## src/rtl/counter_pkg.sv

```systemverilog
// Shared types and constants for the BCD counter library.
package counter_pkg;

  localparam int BCD_W = 4;
  localparam logic [BCD_W-1:0] BCD_MAX = 4'd9;

  typedef enum logic [1:0] {
    IDLE    = 2'd0,
    ARMED   = 2'd1,
    RUN     = 2'd2,
    EXPIRED = 2'd3
  } state_t;

  // Saturate a nibble to the largest legal BCD digit.
  function automatic logic [BCD_W-1:0] bcd_clamp(input logic [BCD_W-1:0] d);
    return (d > BCD_MAX) ? BCD_MAX : d;
  endfunction

endpackage

```

## src/rtl/bcd_digit_dec.sv

```systemverilog
// One BCD digit of a decrementer chain: subtracts the borrow-in and
// produces a borrow-out when the digit wraps from 0 to 9.
module bcd_digit_dec
  import counter_pkg::*;
(
  input  logic [BCD_W-1:0] d,
  input  logic             bin,
  output logic [BCD_W-1:0] q,
  output logic             bout
);

  // A zero digit wraps to 9 and passes the borrow on; anything else absorbs it.
  always_comb begin
    q    = d;
    bout = 1'b0;
    if (bin) begin
      if (d == '0) begin
        q    = BCD_MAX;
        bout = 1'b1;
      end else begin
        q = d - 4'd1;
      end
    end
  end

endmodule

```

## src/rtl/bcd_countdown_timer.sv

```systemverilog
// Multi-digit BCD countdown timer with prescaler, pause, load clamp and
// a one-cycle done pulse when the count reaches zero by decrementing.
module bcd_countdown_timer
  import counter_pkg::*;
#(
  parameter int DIGITS   = 2,
  parameter int TICK_DIV = 10
) (
  input  logic                  clk,
  input  logic                  rst,
  input  logic                  en,
  input  logic                  load,
  input  logic [4*DIGITS-1:0]   load_val,
  output logic [4*DIGITS-1:0]   cnt,
  output logic                  zero,
  output logic                  done,
  output logic                  busy
);

  localparam int CW = BCD_W * DIGITS;
  localparam int PW = (TICK_DIV > 1) ? $clog2(TICK_DIV) : 1;
  localparam logic [PW-1:0] PRE_LAST = PW'(TICK_DIV - 1);

  state_t          state_q, state_d;
  logic [CW-1:0]   cnt_q, cnt_d;
  logic [PW-1:0]   pre_q, pre_d;
  logic            done_q, done_d;

  logic [CW-1:0]   dec_val;
  logic [CW-1:0]   clamp_val;
  logic [DIGITS:0] borrow;

  // The ripple borrow reaching past the top digit means the count is zero,
  // which doubles as the guard against underflow.
  assign borrow[0] = 1'b1;

  for (genvar i = 0; i < DIGITS; i++) begin : g_digit
    bcd_digit_dec u_dec (
      .d    (cnt_q[i*BCD_W +: BCD_W]),
      .bin  (borrow[i]),
      .q    (dec_val[i*BCD_W +: BCD_W]),
      .bout (borrow[i+1])
    );
  end

  // Saturate every incoming digit so the count is always valid BCD.
  always_comb begin
    clamp_val = '0;
    for (int i = 0; i < DIGITS; i++) begin
      clamp_val[i*BCD_W +: BCD_W] = bcd_clamp(load_val[i*BCD_W +: BCD_W]);
    end
  end

  // Next-state logic: load overrides everything, otherwise only ARMED/RUN
  // react to en, ticking the prescaler and decrementing on its wrap.
  always_comb begin
    state_d = state_q;
    cnt_d   = cnt_q;
    pre_d   = pre_q;
    done_d  = 1'b0;
    if (load) begin
      cnt_d   = clamp_val;
      pre_d   = '0;
      state_d = (clamp_val != '0) ? ARMED : IDLE;
    end else begin
      case (state_q)
        ARMED, RUN: begin
          if (en) begin
            state_d = RUN;
            if (pre_q != PRE_LAST) begin
              pre_d = pre_q + PW'(1);
            end else begin
              pre_d = '0;
              if (!borrow[DIGITS]) begin
                cnt_d = dec_val;
                if (dec_val == '0) begin
                  done_d  = 1'b1;
                  state_d = EXPIRED;
                end
              end
            end
          end else begin
            state_d = ARMED;
          end
        end
        default: ;
      endcase
    end
  end

  // All state, count, prescaler and the done pulse live in one register bank.
  always_ff @(posedge clk or posedge rst) begin
    if (rst) begin
      state_q <= IDLE;
      cnt_q   <= '0;
      pre_q   <= '0;
      done_q  <= 1'b0;
    end else begin
      state_q <= state_d;
      cnt_q   <= cnt_d;
      pre_q   <= pre_d;
      done_q  <= done_d;
    end
  end

  assign cnt  = cnt_q;
  assign done = done_q;
  assign zero = (cnt_q == '0);
  assign busy = (state_q == ARMED) || (state_q == RUN);

endmodule

```

## config.mk

```make
export PLATFORM = sky130hd
export DESIGN_NAME = bcd_countdown_timer
export DESIGN_NICKNAME = d
export VERILOG_FILES = /design/src/rtl/counter_pkg.sv /design/src/rtl/bcd_digit_dec.sv /design/src/rtl/bcd_countdown_timer.sv
export SDC_FILE = /design/constraint.sdc
export NUM_CORES = 1
export LEC_CHECK = 0
export BUFFER_PORTS_ARGS = -buffer_cell sky130_fd_sc_hd__buf_2
export CAP_MARGIN = 20
export CORE_MARGIN = 2
export CORE_UTILIZATION = 50
export CTS_CLUSTER_SIZE = 24
export DETAILED_ROUTE_END_ITERATION = 6
export PLACE_DENSITY = 0.75
export SETUP_SLACK_MARGIN = 0.4
export SKIP_CTS_REPAIR_TIMING = 1
export SLEW_MARGIN = 20
export SYNTH_ARGS = -nofsm -noshare
export SYNTH_HDL_FRONTEND = slang
export SYNTH_SLANG_ARGS = --single-unit
```

## constraint.sdc

```tcl
create_clock -name clk -period 1.97 [get_ports clk]
set_input_delay 0.591 -clock clk [delete_from_list [all_inputs] [get_ports clk]]
set_output_delay 0.591 -clock clk [all_outputs]
set_load 0.02 [all_outputs]
```

==> metrics.txt, run 1 <==
Placed Cells=157; max frequency=496 MHz; via count=1,016; Int Pwr=512 uW; Root Buffer=clkbuf_4; CTS buffer count=3; Clk pwr share=24.0%; RePlAce Congestion=0.883; Final setup viols=2; peak supply drop=0.394 mV; synthesized area=951 um^2; syn_nets=119; layout net count=161; PortBufs=22; largest net degree at the start of global routing=18; ANT nets after route=0; Max-slew headroom=61.7%; drt total wl=2860 um; non-filler instance count after layout=171; Cells after Synth=105; n_diodes=0; Worst setup SP type=flip-flop; fraction of layout cells with a size suffix above 1=43.8%; Mean Syn Cell Area=9.06 um^2; combinational share of power=30.6%; PD cells=591 nW/um^2; CP Max Fanout=5; effective utilization at floorplan=53.9%; worst skew pair latency=300 ps; RSZ-0062 raised after global routing=yes; failing checks=setup timing; type of the worst setup path=flip-flop to flip-flop; Commonest cells post-synth=15 x dfrtp_1, 11 x nor2_1, 10 x nand2_1; Total GRT Usage=22.4%; Synth async-reset ratio=100%; Die Wd=47.6 um; Sw Share=36.1%; cell accounting for the most synthesized area=dfrtp_1; top area cells in the synthesized netlist=dfrtp_1 39%, nor2_1 4.3%, mux2i_1 4.2%; # DRC=0; Clock Path Buffers=2; CTS H-Tree Depth=1; Lkg Pwr=0.614 nW; setup ws final=-46.8 ps; gr ovfl total=0; Worst Setup End Kind=flip-flop; worst slew pin tran=573 ps; Yosys top cell area share=39.5%; io pins=23; Final Hold Violating Endpoints=0; row cnt=15; HP Class=input port to async pin; Worst-path clk slew=110 ps; max-slew violation count=0; register area share after synthesis=39.5%; core area=1760 um^2; top_reg_cell synth=dfrtp_1; DP Wirelength=1700 um; first-pass GRT wire length=3590 um; TritonCTS clock tree=done; Layout Skew=10.5 ps; die area=2270 um^2; synth warn=0; initial DRC count=32; final critical-path required period=2020 ps; Die Y=47.6 um; Max Cap Violations=0; Yosys reg bits=15; worst endpoint required time=2160 ps; wire per inst=16.7 um; Layout area overhead=42.6%; number of global-route vias before repair=790; P_sw=289 uW; Post-synth EDFFs=0; hold slack=328 ps; Design Power=801 uW; Final Cycle Share=102%; DRT Pass-1 Iters=4; Reg power frac=45.5%; post-synth cell types=36; most common cell in the netlist=dfrtp_1; initial antenna violation count=0; CTS Sinks=15; average vias per placed instance=5.94; run status=finished with violations; Arrival @ worst endpoint=2210 ps
-- layout make-up --
cell class                      count  area, um^2
Fill cell                         123         408
Clock inverter                      1        5.00
Tap cell                           25        31.3
Multi-Input combinational cell     81         622
Clock buffer                        3        22.5
Timing Repair Buffer               39         267
Sequential cell                    15         383
Inverter                            7        26.3
-- sequential cells by signal, indices dropped and copies added, names as in the netlist --
name,cells
cnt,8
pre_q,4
state_q,2
done,1
-- final timing paths --
path | from | to | slack [ps] | cells after the start
max in group asynchronous | rst | pre_q[0] | 1220 | 2
setup reg to reg | cnt[2] | cnt[5] | -50 | 5
setup / recovery | cnt[2] | cnt[5] | -50 | 5
min in group clk | load_val[1] | cnt[1] | 510 | 3
hold / removal | rst | cnt[1] | 330 | 2
hold reg to reg | cnt[7] | cnt[6] | 610 | 2
-- cell usage in the layout, fill, tap and decap left out, types with 2 or more instances in the layout --
| master | count |
|---|---|
| a31oi_1 | 2 |
| nor2_1 | 11 |
| mux2i_1 | 4 |
| dfrtp_2 | 6 |
| nand4_1 | 2 |
| buf_2 | 18 |
| clkbuf_4 | 3 |
| nand3b_1 | 2 |
| inv_1 | 4 |
| buf_6 | 5 |
| nor3_4 | 2 |
| a21oi_1 | 6 |
| nand3_1 | 4 |
| nor4_1 | 2 |
| o21ai_0 | 4 |
| inv_2 | 2 |
| nor4_4 | 2 |
| nor3_1 | 4 |
| nor2b_1 | 5 |
| dfrtp_1 | 9 |
| nand2_1 | 10 |
| buf_4 | 16 |
-- critical path, cell delays in order (launching register included) --
cell and delay [ps]:
dfrtp_2 470, buf_4 150, or4_4 560, nor4_4 170, or4b_1 480, o311ai_2 90
-- cells by family (layout without fill, tap and decap cells) --
kind of cell               count (synthesis)  in the layout  synth area share, %
AOI/OAI and AO/OA                         19             19                 12.9
xor gates and xnor gates                   1              1                 1.71
adders and majority gates                  2              2                 2.63
buffers and inverters                      9             50                 3.55
DFF                                       15             15                 39.5
muxes                                      5              5                 5.39
and+or+nand+nor                           54             54                 34.3
-- power groups by stage --
stage,Clock (mW),Sequential [mW],Combinational (mW)
floorplan,0,0.380,0.0971
global placement,0,0.363,0.181
detailed placement,0,0.364,0.184
CTS,0.193,0.358,0.185
global route,0.197,0.367,0.262
finish,0.192,0.364,0.245
-- per-stage QoR --
stage                     TNS [ps]  utilization [%]  worst slack (ps)  cell area, um^2
after floorplan                  0                -               138              965
after global placement           0             65.2               177             1150
after detailed placement         0             65.2               157             1150
after CTS                     -240             66.8              -127             1180
after global routing          -125             76.9             -77.0             1360
final                        -72.7             76.9             -46.8             1360
-- layer usage --
layer	up-vias	global-route usage [%]	part of all wire, %	wire, um
met5	-	0	0	0
met4	0	6.49	1.9	54
li1	475	-	-	-
met3	8	2.26	5.7	162
met1	482	34.3	42	1200
met2	51	33.5	50	1440
(Power assumes the default switching activity.)
==> run 2, diff against run 1 <==
==> constraint.sdc (replaced) <==
create_clock -name clk -period 2.5 [get_ports clk]
set_input_delay 0.75 -clock clk [delete_from_list [all_inputs] [get_ports clk]]
set_output_delay 0.75 -clock clk [all_outputs]
set_load 0.02 [all_outputs]
==> run 2 against run 1 <==
Net effect:
- the flow now finishes without violations
- non-clock buffer count down 12
- critical path depth shrank 2
- wire length decreased by 21%
- register-to-register slack better by 530 ps
- combinational power fell by 39%
- via count down 10%
- sequential cell count is the same
- global-route usage shrank 1.4 points
- first-iteration DRC count down 47%
- sequential power is 21% lower
- critical path type is now flip-flop to output port
- largest cell class unchanged
- highest routed layer unchanged
==> metrics.txt, run 2 (synthesis results as in run 1) <==
run status=completed; PD cells=485 nW/um^2; RePlAce Congestion=0.904; initial antenna violation count=0; RSZ-0062 raised after global routing=yes; setup ws final=315 ps; max-slew violation count=0; Worst Setup End Kind=output port; core area=1760 um^2; number of global-route vias before repair=738; Die Y=47.6 um; max frequency=458 MHz; effective utilization at floorplan=53.9%; peak supply drop=0.322 mV; largest net degree at the start of global routing=18; PortBufs=22; crit-path leading delay family=simple AND/OR/NAND/NOR gates; most common cell after layout, fill and taps aside=buf_2; wire per inst=14.1 um; fraction of layout cells with a size suffix above 1=32.1%; worst path bufs/invs=1; Die Wd=47.6 um; Final setup viols=0; gr ovfl total=0; Placed Cells=150; Lkg Pwr=0.537 nW; Layout Skew=7.15 ps; CTS H-Tree Depth=1; most frequent cells in the layout=21 x buf_2, 12 x dfrtp_1, 10 x nand2_1, 10 x nor2_1; worst slew pin tran=574 ps; ANT nets after route=0; CTS Sinks=15; HP Class=input port to async pin; TritonCTS clock tree=done; initial DRC count=17; DP Wirelength=1620 um; Final Hold Violating Endpoints=0; Final Cycle Share=87.4%; Post-Place Setup Slack=421 ps; Total GRT Usage=21.1%; non-filler instance count after layout=159; Slowest-stage cell, CP=dfrtp_2; n_diodes=0; CP Max Fanout=4; layout net count=149; Max Cap Violations=0; DRT Pass-1 Iters=4; CTS buffer count=3; Clock Path Buffers=2; die area=2270 um^2; io pins=23; # DRC=0; flip-flop count of the largest register after layout=8; Arrival @ worst endpoint=1440 ps; max incr delay on CP=460 ps; row cnt=15; average vias per placed instance=5.72; Worst-path clk slew=100 ps; drt total wl=2250 um; via count=910; critical path cell sequence=nor4_4, and3_4, buf_6; setup_tns=0 ps; worst endpoint required time=1750 ps; Root Buffer=clkbuf_4; Layout area overhead=25.5%; Worst setup SP type=flip-flop; Max-slew headroom=61.7%; Design Power=579 uW; worst skew pair latency=280 ps; type of the worst setup path=flip-flop to output port; first-pass GRT wire length=3320 um; final critical-path required period=2190 ps
run 2: cell types whose count changed in the layout (fill, tap and decap cells not counted), moves of 3 or more:
| cell | previous run | this run |
|---|---|---|
| buf_4 | 16 | 5 |
| buf_6 | 5 | 1 |
| buf_2 | 18 | 21 |
| dfrtp_1 | 9 | 12 |
| dfrtp_2 | 6 | 3 |
run 2: path summary, 6_finish.rpt:
path / startpoint / to / slack (ps) / cells past startpoint
min in group clk: pre_q[1] / pre_q[1] / 610 / 2
max in group asynchronous: rst / cnt[7] / 1580 / 2
worst max register to register: cnt[2] / cnt[5] / 480 / 5
worst max-delay path: cnt[4] / zero / 310 / 3
worst min register to register: pre_q[1] / pre_q[1] / 610 / 2
worst min-delay path: rst / cnt[1] / 510 / 2
run 2: final cells by class:
| type | instances | area, um^2 |
|---|---|---|
| clock buffer | 3 | 22.5 |
| clock inverter | 1 | 5.00 |
| fill | 154 | 571 |
| inverter | 7 | 26.3 |
| multi-input combinational | 81 | 576 |
| sequential | 15 | 379 |
| tap | 25 | 31.3 |
| timing repair buffer | 27 | 154 |
run 2: layer usage:
layer  GRT usage (%)  share of wire, %  vias up
met5               0                 0        -
met4            3.78              0.93        0
met3            3.40               4.0        2
met2            33.8                48       25
met1            30.5                47      432
li1                -                 -      451
run 2: report_power, final:
part	total (mW)	switching, mW	internal [mW]	leakage (nW)
combinational	0.150	0.0878	0.0625	0.334
clock	0.141	0.0819	0.0592	0.0177
sequential	0.288	0.0281	0.260	0.185
run 2: per-stage QoR:
step	util (%)	instance area, um^2	hold slack (ps)
finish	67.7	1190	508
global route	67.7	1190	563
CTS	63.0	1110	527
detailed placement	61.5	1080	584
global placement	61.5	1080	567
floorplan	-	951	530
